===== config.mk =====
export PLATFORM = sky130hd
export DESIGN_NAME = wb_port_arbiter
export DESIGN_NICKNAME = d
export VERILOG_FILES = /design/src/rtl/wb_port_arbiter.sv
export SDC_FILE = /design/constraint.sdc
export NUM_CORES = 1
export LEC_CHECK = 0
export ABC_CLOCK_PERIOD_IN_PS = 3200
export BUFFER_PORTS_ARGS = -buffer_cell sky130_fd_sc_hd__buf_2
export CAP_MARGIN = 20
export CORE_UTILIZATION = 35
export CTS_BUF_LIST = sky130_fd_sc_hd__clkbuf_2
export DETAILED_ROUTE_END_ITERATION = 16
export SETUP_SLACK_MARGIN = 0.02
export SYNTH_ARGS = -nofsm -noshare
export SYNTH_HDL_FRONTEND = slang
export SYNTH_SLANG_ARGS = --single-unit

===== constraint.sdc =====
create_clock -name clk -period 3.2 [get_ports clk]
set_clock_uncertainty 0.2 [all_clocks]
set_input_delay 0.16 -clock clk [delete_from_list [all_inputs] [get_ports clk]]
set_output_delay 0.16 -clock clk [all_outputs]
set_load 0.1 [all_outputs]

===== src/rtl/wb_port_arbiter.sv =====
// wb_port_arbiter
// Shares the single register-file write port between the pipeline writeback
// stage and the multiply/divide unit (MDU). MDU results wait in a small FIFO
// and use idle writeback slots. The pipeline has priority, but a starvation
// counter forces a one-cycle pipeline stall so queued results always drain.
//
// Ports
//   clk            rising-edge clock
//   rst_n          asynchronous active-low reset
//   pipe_wb_valid  pipeline writeback request
//   pipe_wb_rd     pipeline destination register (rd 0 is ignored)
//   pipe_wb_data   pipeline write data
//   pipe_stall     combinational: freeze MEM/WB and earlier stages this cycle
//   mdu_valid      MDU result valid
//   mdu_rd         MDU destination register (rd 0 is accepted and discarded)
//   mdu_data       MDU result
//   mdu_ready      FIFO accepts a push this cycle
//   rf_we/wa/wd    registered register-file write port
//   pending_mask   bit r set when a live FIFO entry targets register r
module wb_port_arbiter #(
  parameter int DEPTH        = 2,
  parameter int STARVE_LIMIT = 4
) (
  input  logic        clk,
  input  logic        rst_n,
  input  logic        pipe_wb_valid,
  input  logic [4:0]  pipe_wb_rd,
  input  logic [31:0] pipe_wb_data,
  output logic        pipe_stall,
  input  logic        mdu_valid,
  input  logic [4:0]  mdu_rd,
  input  logic [31:0] mdu_data,
  output logic        mdu_ready,
  output logic        rf_we,
  output logic [4:0]  rf_wa,
  output logic [31:0] rf_wd,
  output logic [31:0] pending_mask
);

  localparam int PW = (DEPTH > 1) ? $clog2(DEPTH) : 1;
  localparam int CW = $clog2(DEPTH + 1);
  localparam logic [CW-1:0] DEPTH_C = CW'(DEPTH);
  localparam logic [3:0]    LIMIT_C = 4'(STARVE_LIMIT);

  logic [DEPTH-1:0] q_live;
  logic [4:0]       q_rd   [DEPTH];
  logic [31:0]      q_data [DEPTH];
  logic [PW-1:0]    rd_ptr;
  logic [PW-1:0]    wr_ptr;
  logic [CW-1:0]    count;
  logic [3:0]       starve_cnt;

  logic fifo_nonempty;
  logic head_live;
  logic head_dead;
  logic pipe_req;
  logic grant_head;
  logic grant_pipe;
  logic push;
  logic pop;

  always_comb begin
    fifo_nonempty = (count != '0);
    head_live     = fifo_nonempty && q_live[rd_ptr];
    // An entry killed by a later pipeline write stays in the FIFO until it
    // reaches the head, where it is dropped without using the port.
    head_dead     = fifo_nonempty && !q_live[rd_ptr];
    pipe_req      = pipe_wb_valid && (pipe_wb_rd != 5'd0);
    pipe_stall    = (starve_cnt == LIMIT_C) && head_live;
    grant_head    = pipe_stall || (!pipe_req && head_live);
    grant_pipe    = !pipe_stall && pipe_req;
    // Readiness looks only at current occupancy; a same-cycle pop never
    // frees a slot for a push.
    mdu_ready     = (count < DEPTH_C);
    push          = mdu_valid && mdu_ready && (mdu_rd != 5'd0);
    pop           = grant_head || head_dead;
  end

  always_comb begin
    pending_mask = '0;
    for (int i = 0; i < DEPTH; i++) begin
      if (q_live[i]) pending_mask[q_rd[i]] = 1'b1;
    end
    pending_mask[0] = 1'b0;
  end

  always_ff @(posedge clk or negedge rst_n) begin
    if (!rst_n) begin
      q_live     <= '0;
      rd_ptr     <= '0;
      wr_ptr     <= '0;
      count      <= '0;
      starve_cnt <= '0;
      for (int i = 0; i < DEPTH; i++) begin
        q_rd[i]   <= '0;
        q_data[i] <= '0;
      end
    end else begin
      // WAW kill: the pipeline write supersedes any older queued result for
      // the same register. The push below is written last, so an entry
      // arriving this cycle survives.
      for (int i = 0; i < DEPTH; i++) begin
        if (grant_pipe && q_live[i] && (q_rd[i] == pipe_wb_rd)) q_live[i] <= 1'b0;
      end
      if (pop) begin
        q_live[rd_ptr] <= 1'b0;
        rd_ptr         <= rd_ptr + PW'(1);
      end
      if (push) begin
        q_live[wr_ptr] <= 1'b1;
        q_rd[wr_ptr]   <= mdu_rd;
        q_data[wr_ptr] <= mdu_data;
        wr_ptr         <= wr_ptr + PW'(1);
      end
      if (push && !pop)      count <= count + CW'(1);
      else if (pop && !push) count <= count - CW'(1);

      if (head_live && !grant_head)
        starve_cnt <= (starve_cnt == LIMIT_C) ? LIMIT_C : starve_cnt + 4'd1;
      else
        starve_cnt <= '0;
    end
  end

  always_ff @(posedge clk or negedge rst_n) begin
    if (!rst_n) begin
      rf_we <= 1'b0;
      rf_wa <= '0;
      rf_wd <= '0;
    end else if (grant_head) begin
      rf_we <= 1'b1;
      rf_wa <= q_rd[rd_ptr];
      rf_wd <= q_data[rd_ptr];
    end else if (grant_pipe) begin
      rf_we <= 1'b1;
      rf_wa <= pipe_wb_rd;
      rf_wd <= pipe_wb_data;
    end else begin
      rf_we <= 1'b0;
    end
  end

endmodule

* Word level (Yosys, flattened, before mapping)
Cells that the tools add are included. Widths: inputs -> output; s select.
Operators by class: $add $sub $neg 5, equal/unequal tests 3, muxes and demuxes 38, reduce and logical (&&, ||, !) cells 33, order comparisons 12, bitwise logic cells 6
Operator list (count):
- $mux 32 | 8
- $bwmux 64 | 1
- $demux 32 s1 | 1
- $or 32x32->32 | 1
- $mux 5 | 6
- $logic_and 1x1->1 | 20
- $lt 5x6->1 const B | 2
- $bwmux 10 | 1
- $demux 1 s5 | 2
- $eq 5x5->1 | 2
- $ge 5x1->1 const B | 2
- $mux 1 | 10
- $reduce_bool 5->1 | 2
- $mux 2 | 4
- $mux 4 | 2
- $logic_not 1->1 | 6
- $reduce_bool 2->1 | 3
- $demux 5 s1 | 1
- $add 4x1->4 const B | 1
- $eq 4x3->1 const B | 1
- $ge 2x2->1 const B | 2
- $lt 1x2->1 const B | 2
- $not 1->2 | 2
- $add 1x1->1 const B | 2
- other kinds (10) | 13
Word-level totals: register bits after elaboration 122

* Depth between registers and ports, before layout
depth after elaboration 13, depth in mapped cells 11, depth with buffers taken out 9

* Worst setup path after synthesis
Ideal clock, no wire load.
path kind register to register, from register starve_cnt[0], to register rf_wa[0], cell stages (with the launch flop) 9, slack -0.696 ns, arrival 3.626 ns, library setup time 0.070 ns, path through dfrtp_1 -> inv_1 -> ha_1 -> nand3b_1 -> nor3_1 -> or2_1 -> buf_2 -> buf_4 -> o221a_1
Between the ends: word-level cells in the longest chain between the ends 5, elaborated cells between the ends (all ways) 7, those cells by class eq/ne: 1; mux: 1; reduce/logical: 5
RTL lines:
- from (decl) | RTL line 51 | logic [3:0] starve_cnt;
- from (signal assigned) | RTL line 119 | starve_cnt <= (starve_cnt == LIMIT_C) ? LIMIT_C : starve_cnt + 4'd1;
- $eq 4x3->1 (*) | RTL line 69 | pipe_stall = (starve_cnt == LIMIT_C) && head_live;
- $logic_and 1x1->1 (*) | RTL line 69
- net pipe_stall | RTL line 29 | output logic pipe_stall,
- $logic_not 1->1 | RTL line 71 | grant_pipe = !pipe_stall && pipe_req;
- $logic_and 1x1->1 | RTL line 71
- $reduce_bool 2->1 (no source line)
- to (signal assigned) | RTL line 132 | rf_wa <= q_rd[rd_ptr];
- to (signal assigned) | RTL line 136 | rf_wa <= pipe_wb_rd;
- to (decl) | RTL line 35 | output logic [4:0] rf_wa,
The timed path passes the listed nets; every way through them passes the cells marked *. A chain may end at the register's enable or synchronous reset.

* Worst setup path in the final report
from register count[0], to register rf_wa[2]
Between the ends: word-level cells in the longest chain between the ends 6, elaborated cells between the ends (all ways) 9, those cells by class mux: 1; reduce/logical: 8
RTL lines:
- from (decl) | RTL line 50 | logic [CW-1:0] count;
- from (signal assigned) | RTL line 115 | if (push && !pop) count <= count + CW'(1);
- from (signal assigned) | RTL line 116 | else if (pop && !push) count <= count - CW'(1);
- $reduce_bool 2->1 (*) | RTL line 63 | fifo_nonempty = (count != '0);
- $logic_and 1x1->1 (*) | RTL line 64 | head_live = fifo_nonempty && q_live[rd_ptr];
- $logic_and 1x1->1 | RTL line 69
- $logic_not 1->1 | RTL line 71
- $logic_and 1x1->1 | RTL line 71
- $reduce_bool 2->1 (no source line)
Mark *: on every way between the ends. The rest lies on a longest branch, timed or not.

==> qor.yml <==
setup_viol: 0
drt_iter0_drc: 211
clk_path_buf_depth: 2
async_flop_share_pct: 100.0
avgSynthCellArea_um2: 12.62
yosys-top-cells-count: "122 x dfrtp_1, 44 x nand3_1, 38 x mux2i_1"
clk_latency_ns: 0.71
core_um2: 16580
drv_slew: 0
cts.sinks: 122
htreeDepth: 4
period_share_pct: 92.46
synth_area_leader_cell: "dfrtp_1"
dieWidth_um: 132.4
r2r_start: "count[0]"
r2r_cells: 6
synth_fp_nets: 553
cts_tree: "yes"
r2r_slack_ns: 0.24
gp_congestion: 0.7929
cpPeakStageDelay_ns: 0.57
rows: 47
wl_um: 16580
path_cells: "nor2_1 -> nor3_2 -> or2_1 -> buf_4 -> o221a_1 -> dlygate4sd3_1"
grt_max_degree: 74
grt_overflow: 0
start_util_pct: 35.91
rsz0062_at_grt: "false"
ir_drop_v: 0.0007764
worst_hold_slack_ns: 0.06015
use_met3_pct: 4.100
yosys-top-cells-area: "dfrtp_1 51%, mux2_1 7.0%, o221a_1 7.0%"
worst-path-buf-inv: 2
vias: 5134
synth_cell_types: 40
drv_cap: 0
cp_slowest_cell: "dlygate4sd3_1"
grt_use_met1_pct: 24.23
path_depth: 6
status: "finished clean"
fmax_ghz: 0.3380
synth_most_common_cell: "dfrtp_1"
power_density_nw_per_um2: 1085
critical_path.top_delay_family: "simple AND/OR/NAND/NOR gates"
dp_hpwl_um: 10120
worstPathRequired_ns: 3.60
use_met2_pct: 33.63
leakage_uw: 0.003853
grt_use_total_pct: 19.60
antenna_left: 0
max_slew_margin_pct: 32.37
crit_end: "rf_wa[2]"
first_pass_iters: 5
synth_seq_cells: 122
drive_above_1_share_pct: 30.32
ios: 150
path_class: "reg2reg"
post_cts_buffers: 0
min_period_ns: 2.959
cts_buffers: 17
yosysTopAreaCellShare_pct: 51.26
io_buffers: 148
grt_pass1_wl_um: 26940
antenna_found_initial: 1
reg2reg_to: "rf_wa[2]"
n_fill_cell: 1507
synthCells: 472
synth_edf_count: 0
hold_class: "in2reg"
syn_area_um2: 5956
end_kind: "flop"
fin_setup_tns_ns: 0
final_nets: 843
die_h_um: 132.4
crit_start: "count[0]"
arrival_ns: 3.36
synth_ff_type: "dfrtp_1"
wire_per_inst_um: 16.64
grt.busiest_layer: "met2"
clk_pin_slew_ns: 0.19
critPathLaunchType: "flop"
synth-seq-area-share_pct: 51.26
syn_to_final_growth_pct: 46.51
final_hold_viol_count: 0
cts-root-buf: "clkbuf_2"
yosys_warnings: 0
viasPerCell: 5.155
drc_errors: 0
tightestPinTransition_ns: 1.012
die-area_um2: 17540
crit_fanout: 15
grt_pass1_vias: 5330
==> layout by cell type, fill, tap and decap left out, types with 6 or more instances in the layout <==
cell type	synthesis	routed
mux2_4	19	19
nor2_1	10	9
buf_4	4	6
mux2_2	18	18
mux2i_1	38	37
buf_2	11	147
nand3b_1	11	11
xnor2_1	13	13
nand3_1	44	44
dlygate4sd3_1	0	159
o221a_1	37	37
clkbuf_2	0	18
o22ai_1	32	32
mux2_1	37	37
dfrtp_1	122	121
nand2_1	8	7
==> worst min path at each step <==
stage / end / depth (start not counted) / from / slack (ns)
after floorplan: count[0] / 0 / rst_n / -0.34
after global placement: rf_wd[21] / 1 / rst_n / 0.14
after detailed placement: q_data[55] / 1 / rst_n / 0.18
after CTS: q_rd[8] / 3 / mdu_rd[3] / 0.0006
after global routing: rf_wd[27] / 3 / pipe_wb_data[27] / 0.005
final: rf_wd[24] / 3 / pipe_wb_data[24] / 0.06
==> tightest hold or removal path, delay by kind of cell <==
kind                   cells  cell delay (ns)
AOI/OAI and AO/OA          1             0.17
buffers and inverters      2             0.62
==> through the flow <==
| stage | utilization (%) | setup slack (ns) | area (µm²) | power (µW) | instances |
|---|---|---|---|---|---|
| 2_1_floorplan | - | 0.2219 | 5961 | 7147 | 472 |
| 3_3_place_gp | 41.51 | 0.8138 | 6884 | 7984 | 804 |
| 3_5_place_dp | 41.51 | 0.7492 | 6884 | 8125 | 804 |
| 4_1_cts | 52.58 | 0.1968 | 8720 | 9464 | 995 |
| 5_1_grt | 52.62 | 0.06185 | 8726 | 9923 | 996 |
| 6_report | 52.62 | 0.2411 | 8726 | 9464 | 996 |
==> power breakdown <==
group          internal [µW]  leakage (µW)  switching [µW]
registers               2300       0.00143             588
logic                   1780       0.00229            3770
clock network            426      0.000136             601
==> kinds of logic (layout without fill, tap and decap cells) <==
logic type,Yosys count,count (layout),synth area share [%]
other cells,1,2,0.06296
buf+inv,48,351,4.139
mux,112,112,21.58
simple gates,89,89,8.256
fa+ha+maj,3,3,0.6303
xor+xnor,15,15,2.206
flops,122,122,51.26
compound gates,82,82,11.87
==> metal layers <==
| metal | wire (µm) | up-vias |
|---|---|---|
| met2 | 8463 | 162 |
| met3 | 613 | 30 |
| li1 | - | 2358 |
| met4 | 322 | 0 |
| met1 | 7176 | 2584 |
| met5 | 0 | - |
==> registers in the layout (all words and copies together) (netlist names) <==
signal and flops:
q_data 64, rf_wd 32, q_rd 10, rf_wa 5
starve_cnt 4, count 2, q_live 2, rd_ptr 1
rf_we 1, wr_ptr 1
==> area by class of cell <==
cell class	count	area, µm²	share of cell area (%)
Inverter	3	11.26	0.1291
Clock buffer	18	90.09	1.032
Tap cell	220	275.3	3.155
Sequential cell	122	3054	35.00
Multi-Input combinational cell	302	2686	30.79
Antenna cell	1	2.502	0.02868
Timing Repair Buffer	316	2452	28.10
Clock inverter	14	153.9	1.764
==> timing repair <==
item,in CTS,in global routing
endpoints found under the setup margin,0,2
hold endpoints to repair,244,0
hold buffers,159,0
resized for setup,0,1
(Power assumes the default switching activity.)
